$ cat config.mk
export PLATFORM = sky130hd
export DESIGN_NAME = minimig_bank_sequencer
export DESIGN_NICKNAME = d
export VERILOG_FILES = /design/src/rtl/minimig_bank_sequencer.sv
export SDC_FILE = /design/constraint.sdc
export NUM_CORES = 1
export LEC_CHECK = 0
export ABC_AREA = 1
export CAP_MARGIN = 10
export CORE_MARGIN = 5
export CORE_UTILIZATION = 35
export DETAILED_ROUTE_END_ITERATION = 8
export GPL_TIMING_DRIVEN = 0
export PLACE_DENSITY_LB_ADDON = 0.3
export SLEW_MARGIN = 30
export SYNTH_ARGS = -nofsm -noshare
export SYNTH_HDL_FRONTEND = slang
export SYNTH_SLANG_ARGS = --single-unit
$ cat constraint.sdc
create_clock -name clk -period 1.94 [get_ports clk]
set_clock_uncertainty 0.2 [all_clocks]
set_input_delay 0.388 -clock clk [delete_from_list [all_inputs] [get_ports clk]]
set_output_delay 0.388 -clock clk [all_outputs]
set_load 0.005 [all_outputs]
$ cat src/rtl/minimig_bank_sequencer.sv
// Runs one asynchronous-SRAM access per request for the bank selected by the bank mapper.
// Produces timed CE/OE/WE/byte strobes and returns read data with a single-cycle ack.
module minimig_bank_sequencer #(
  parameter int          SETUP_CYC     = 1,
  parameter int          ACCESS_CYC    = 2,
  parameter int          RECOVER_CYC   = 1,
  parameter logic [15:0] UNMAPPED_DATA = 16'hFFFF
) (
  input  logic        clk,
  input  logic        reset_n,
  input  logic        req,
  input  logic        we,
  input  logic [7:0]  bank,
  input  logic [17:0] addr,
  input  logic        uds_n,
  input  logic        lds_n,
  input  logic [15:0] wdata,
  output logic        ack,
  output logic [15:0] rdata,
  output logic        bank_err,
  output logic [2:0]  ram_cs,
  output logic        ram_ce_n,
  output logic [17:0] ram_addr,
  output logic        ram_oe_n,
  output logic        ram_we_n,
  output logic        ram_ub_n,
  output logic        ram_lb_n,
  output logic [15:0] ram_dout,
  output logic        ram_doe,
  input  logic [15:0] ram_din
);

  typedef enum logic [2:0] {IDLE, SETUP, ACCESS, DONE, RECOVER} state_t;

  localparam logic [2:0] SETUP_LD   = 3'(SETUP_CYC - 1);
  localparam logic [2:0] ACCESS_LD  = 3'(ACCESS_CYC - 1);
  localparam logic [2:0] RECOVER_LD = (RECOVER_CYC == 0) ? 3'd0 : 3'(RECOVER_CYC - 1);

  state_t      state, state_nxt;
  logic [2:0]  cnt, cnt_nxt;
  logic        we_q, we_q_nxt;
  logic        uds_q, uds_q_nxt;
  logic        lds_q, lds_q_nxt;

  logic        ack_nxt;
  logic [15:0] rdata_nxt;
  logic        bank_err_nxt;
  logic [2:0]  ram_cs_nxt;
  logic        ram_ce_n_nxt;
  logic [17:0] ram_addr_nxt;
  logic        ram_oe_n_nxt;
  logic        ram_we_n_nxt;
  logic        ram_ub_n_nxt;
  logic        ram_lb_n_nxt;
  logic [15:0] ram_dout_nxt;
  logic        ram_doe_nxt;

  logic        multi_bank;
  logic [2:0]  bank_index;

  // Ascending scan so the highest set bit overwrites lower ones.
  function automatic logic [2:0] encode_bank(input logic [7:0] b);
    logic [2:0] idx;
    idx = 3'd0;
    for (int i = 0; i < 8; i++) begin
      if (b[i]) idx = 3'(i);
    end
    return idx;
  endfunction

  assign bank_index = encode_bank(bank);
  assign multi_bank = (bank & (bank - 8'd1)) != 8'd0;

  always_comb begin
    state_nxt    = state;
    cnt_nxt      = cnt;
    we_q_nxt     = we_q;
    uds_q_nxt    = uds_q;
    lds_q_nxt    = lds_q;
    ack_nxt      = 1'b0;
    rdata_nxt    = rdata;
    bank_err_nxt = bank_err;
    ram_cs_nxt   = ram_cs;
    ram_ce_n_nxt = ram_ce_n;
    ram_addr_nxt = ram_addr;
    ram_oe_n_nxt = ram_oe_n;
    ram_we_n_nxt = ram_we_n;
    ram_ub_n_nxt = ram_ub_n;
    ram_lb_n_nxt = ram_lb_n;
    ram_dout_nxt = ram_dout;
    ram_doe_nxt  = ram_doe;

    case (state)
      IDLE: begin
        if (req) begin
          we_q_nxt  = we;
          uds_q_nxt = uds_n;
          lds_q_nxt = lds_n;
          if (multi_bank) bank_err_nxt = 1'b1;
          if (bank == 8'd0) begin
            // Unmapped: no pin activity, reads see the fill pattern, writes vanish.
            if (!we) rdata_nxt = UNMAPPED_DATA;
            state_nxt = DONE;
          end else begin
            ram_ce_n_nxt = 1'b0;
            ram_cs_nxt   = bank_index;
            ram_addr_nxt = addr;
            if (we) ram_dout_nxt = wdata;
            ram_doe_nxt  = we;
            cnt_nxt      = SETUP_LD;
            state_nxt    = SETUP;
          end
        end
      end
      SETUP: begin
        if (cnt == 3'd0) begin
          ram_oe_n_nxt = we_q;
          ram_we_n_nxt = !we_q;
          ram_ub_n_nxt = uds_q;
          ram_lb_n_nxt = lds_q;
          cnt_nxt      = ACCESS_LD;
          state_nxt    = ACCESS;
        end else begin
          cnt_nxt = cnt - 3'd1;
        end
      end
      ACCESS: begin
        if (cnt == 3'd0) begin
          if (!we_q) rdata_nxt = ram_din;
          ram_oe_n_nxt = 1'b1;
          ram_we_n_nxt = 1'b1;
          ram_ub_n_nxt = 1'b1;
          ram_lb_n_nxt = 1'b1;
          state_nxt    = DONE;
        end else begin
          cnt_nxt = cnt - 3'd1;
        end
      end
      DONE: begin
        // CE and the data driver are released here, one clock after WE rises.
        ack_nxt      = 1'b1;
        ram_ce_n_nxt = 1'b1;
        ram_doe_nxt  = 1'b0;
        cnt_nxt      = RECOVER_LD;
        state_nxt    = (RECOVER_CYC == 0) ? IDLE : RECOVER;
      end
      RECOVER: begin
        if (cnt == 3'd0) state_nxt = IDLE;
        else             cnt_nxt   = cnt - 3'd1;
      end
      default: state_nxt = IDLE;
    endcase
  end

  always_ff @(posedge clk or negedge reset_n) begin
    if (!reset_n) begin
      state    <= IDLE;
      cnt      <= 3'd0;
      we_q     <= 1'b0;
      uds_q    <= 1'b1;
      lds_q    <= 1'b1;
      ack      <= 1'b0;
      rdata    <= 16'd0;
      bank_err <= 1'b0;
      ram_cs   <= 3'd0;
      ram_ce_n <= 1'b1;
      ram_addr <= 18'd0;
      ram_oe_n <= 1'b1;
      ram_we_n <= 1'b1;
      ram_ub_n <= 1'b1;
      ram_lb_n <= 1'b1;
      ram_dout <= 16'd0;
      ram_doe  <= 1'b0;
    end else begin
      state    <= state_nxt;
      cnt      <= cnt_nxt;
      we_q     <= we_q_nxt;
      uds_q    <= uds_q_nxt;
      lds_q    <= lds_q_nxt;
      ack      <= ack_nxt;
      rdata    <= rdata_nxt;
      bank_err <= bank_err_nxt;
      ram_cs   <= ram_cs_nxt;
      ram_ce_n <= ram_ce_n_nxt;
      ram_addr <= ram_addr_nxt;
      ram_oe_n <= ram_oe_n_nxt;
      ram_we_n <= ram_we_n_nxt;
      ram_ub_n <= ram_ub_n_nxt;
      ram_lb_n <= ram_lb_n_nxt;
      ram_dout <= ram_dout_nxt;
      ram_doe  <= ram_doe_nxt;
    end
  end

endmodule

==> results of run 1 <==
[worst reg2reg max path: stages (launching register included)]
cell	delay, ps
dfrtp_1	390
inv_1	110
ha_1	150
inv_1	60
nor2_4	140
inv_1	110
nor2_1	200
inv_1	150
nand2_1	100
nand3_1	70
nand2_1	90
[flip-flops by register name, summed over array words and instances (netlist names)]
| name | flops |
|---|---|
| ram_lb_n | 1 |
| bank_err | 1 |
| ram_ub_n | 1 |
| ram_cs | 3 |
| ram_oe_n | 1 |
| ram_addr | 18 |
| state | 3 |
| ram_doe | 1 |
| cnt | 3 |
| ack | 1 |
| we_q | 1 |
| uds_q | 1 |
| lds_q | 1 |
| ram_we_n | 1 |
| ram_ce_n | 1 |
| ram_dout | 16 |
| rdata | 16 |
[final timing paths]
path	from	end	cells past startpoint
worst max-delay path	bank[2]	rdata[9]	10
worst min-delay path	ram_ce_n	ram_ce_n	2
worst max register to register	cnt[0]	cnt[0]	10
worst min register to register	ram_ce_n	ram_ce_n	2
max in group asynchronous	reset_n	lds_q	3
min in group asynchronous	reset_n	rdata[13]	2
[cell families (layout without fill, tap and decap cells)]
logic type               after synthesis  in the layout  synth area share (%)
AND/OR/NAND/NOR                      228            228                  31.3
flip-flops                            70             70                  54.5
buffers and inverters                 52            198                  7.44
AO/OA/AOI/OAI                         33             33                  5.73
adder cells (fa/ha/maj)                2              2                 0.774
XOR/XNOR                               1              1                 0.271
[stage by stage]
| step | setup WS [ps] | instances | util, % |
|---|---|---|---|
| 2_1_floorplan | 330 | 386 | - |
| 6_report | 120 | 643 | 53.4 |
| 3_5_place_dp | -305 | 622 | 50.8 |
| 5_1_grt | -11.4 | 643 | 53.4 |
| 3_3_place_gp | -2220 | 621 | 50.6 |
| 4_1_cts | 46.4 | 639 | 53.0 |
[metal layers]
layer	vias up	wire [um]	GRT usage, %
li1	1475	-	-
met1	1307	3530	18.3
met2	93	3570	23.7
met3	9	868	7.71
met4	0	71	3.42
met5	-	0	0
[final cells by class]
type	instances	area, um^2	share of cell area [%]
plain buffers	12	90.1	1.85
well taps	111	139	2.86
multi-input cells	264	1240	25.5
clock inverters	5	60.1	1.23
clock buffers	11	131	2.70
flip-flops and latches	70	1760	36.2
repair buffers	130	1290	26.6
inverters	40	150	3.09
[power breakdown]
group | total, uW | leakage (uW) | internal, uW | switching (uW)
clock network | 1160 | 0.0000935 | 597 | 562
logic | 3440 | 0.00145 | 1820 | 1630
registers | 2590 | 0.000849 | 2200 | 384
total | 7190 | 0.00239 | 4620 | 2570
[placed cells by master, fill, tap and decap left out, types with 5 or more instances in the layout]
master           Yosys  layout
o21ai_0             12      12
clkbuf_8             0       9
inv_1               37      37
dfrtp_1             63      63
nor2_1              14      13
dlygate4sd2_1        0       5
buf_4                5      10
dfstp_2              7       7
or2_2               17      17
clkdlybuf4s50_1      0     118
o21ai_1             12      12
nand2_1            154     153
nor2_4               5       6
nand2_2              4       5
nand3_1             27      27
[repair_timing]
action                                 CTS  global route
setup buffers                            0             4
hold buffers                             1             0
endpoints found under the hold margin   24             0
gates resized for setup                  5             3
pin swaps                                0             3
setup endpoints to repair                5            30
==> key figures, run 1 <==
Job
  • Max-cap violations: 0

Hold path
  • Hold Path Class: reg -> reg

Synthesis
  • Sequential share of the synthesized area: 54.5%
  • Syn_nets: 452
  • Most common cell in the synthesized netlist: nand2_1
  • Top cell type's share of synthesized area: 48.8%
  • Syn Std Cell Area: 3230 um^2
  • Flops & latches, synth: 70
  • Post-synth top flop: dfrtp_1
  • Synth unique cells: 27
  • Top area cells in the synthesized netlist: dfrtp_1 (49%), nand2_1 (18%), dfstp_2 (5.7%)
  • EDFF count, synth: 0
  • Synth top cells by count: nand2_1 (154), dfrtp_1 (63), inv_1 (37), nand3_1 (27), or2_2 (17)
  • Ys async rst share: 100%
  • Largest area contributor in the netlist: dfrtp_1
  • Synth Area per Inst: 8.37 um^2
  • Cells after Synth: 386
  • Yosys warnings: 0

Timing
  • Hold WS: 261 ps
  • Slew @ Worst Pin: 412 ps
  • Period utilization: 93.8%
  • Relative slew margins: 72.5%
  • Final min period: 1820 ps
  • Hold Fails Final Rpt: 0
  • Final setup fails: 0
  • Fmax achieved: 549 MHz
  • TNS Setup: 0 ps
  • RSZ-0062 raised after global routing: yes
  • Slew Viols, Final: 0

CTS
  • Clk root buf: clkbuf_8
  • Worst-path clk slew: 70 ps
  • CTS sink cnt: 70
  • CTS Buf Count: 9
  • Later-pin clock latency in the skew report: 340 ps
  • Clock Tree Buf Depth: 2
  • CTS tree: yes
  • # H-tree levels: 3

GRT
  • Number of global-route vias before repair: 2910
  • Gr usage total: 15.0%
  • Global-route wire length before repair: 13.7 mm
  • Initial antenna violation count: 0
  • Gr ovfl total: 0
  • Pin count of the biggest net entering global routing: 42

Cells and area
  • Fin nets: 593
  • Antenna Diode Count: 0
  • Fill cells: 888
  • Post-route cell area: 4860 um^2
  • Area delta synth->final: 50.5%
  • Layout cell share with drive strength beyond 1: 14.5%

Floorplanning
  • Die Area: 11300 um^2
  • Core Footprint: 9110 um^2
  • I/O pin count: 125
  • Die W: 106 um
  • Starting Density: 35.5%
  • FP Rows: 35
  • Die Height: 106 um

Worst setup path
  • CP startpoint kind: input pin
  • Critical Path Sink Type: register
  • Kind of critical path: in -> reg
  • CP required: 1970 ps
  • Critical path cell sequence: clkdlybuf4s50_1, nor2_2, nand2_2, nor2_4, nand2_2, nand2_4, nand2_4, buf_6, nand2_1, nand2_1
  • Worst Path Buf+Inv: 2
  • Cell family with most CP delay: simple AND/OR/NAND/NOR gates
  • Crit-path slowest cell: clkdlybuf4s50_1
  • Reg2reg setup slack: 120 ps
  • CP arrival: 1850 ps
  • Crit-path max FO: 10
  • Crit path largest cell delay: 460 ps

Detailed routing
  • DR WL/cell: 12.5 um
  • Initial DRT Pass Iterations: 4
  • Number of remaining DRC errors: 0
  • Total Wirelength: 8.04 mm
  • DR iter-0 viols: 96
  • Via count: 2884
  • Final ANT Viol Nets: 0
  • Via-per-instance ratio: 4.49

Placement
  • Gpl congestion: 0.750
  • Dpl hpwl: 6.10 mm
  • Port Buf Inserts: 124
  • Cell Area, Placed: 4630 um^2

Power
  • Pwr/cell area: 1480 nW/um^2
  • Design Power: 7190 uW
  • VDD IR max: 0.000530 V
  • Leakage: 0.00239 uW

Run status
  • Status: finished, final reports clean
Power figures use the tool's default switching activity.
==> run 2: changes to the inputs <==
--- a/config.mk
+++ b/config.mk
@@ -16,3 +16,4 @@
 export SYNTH_ARGS = -nofsm -noshare
 export SYNTH_HDL_FRONTEND = slang
 export SYNTH_SLANG_ARGS = --single-unit
+export TNS_END_PERCENT = 10
==> results of run 2 <==
No change in the layout: final DEF, timing and power equal those of run 1.
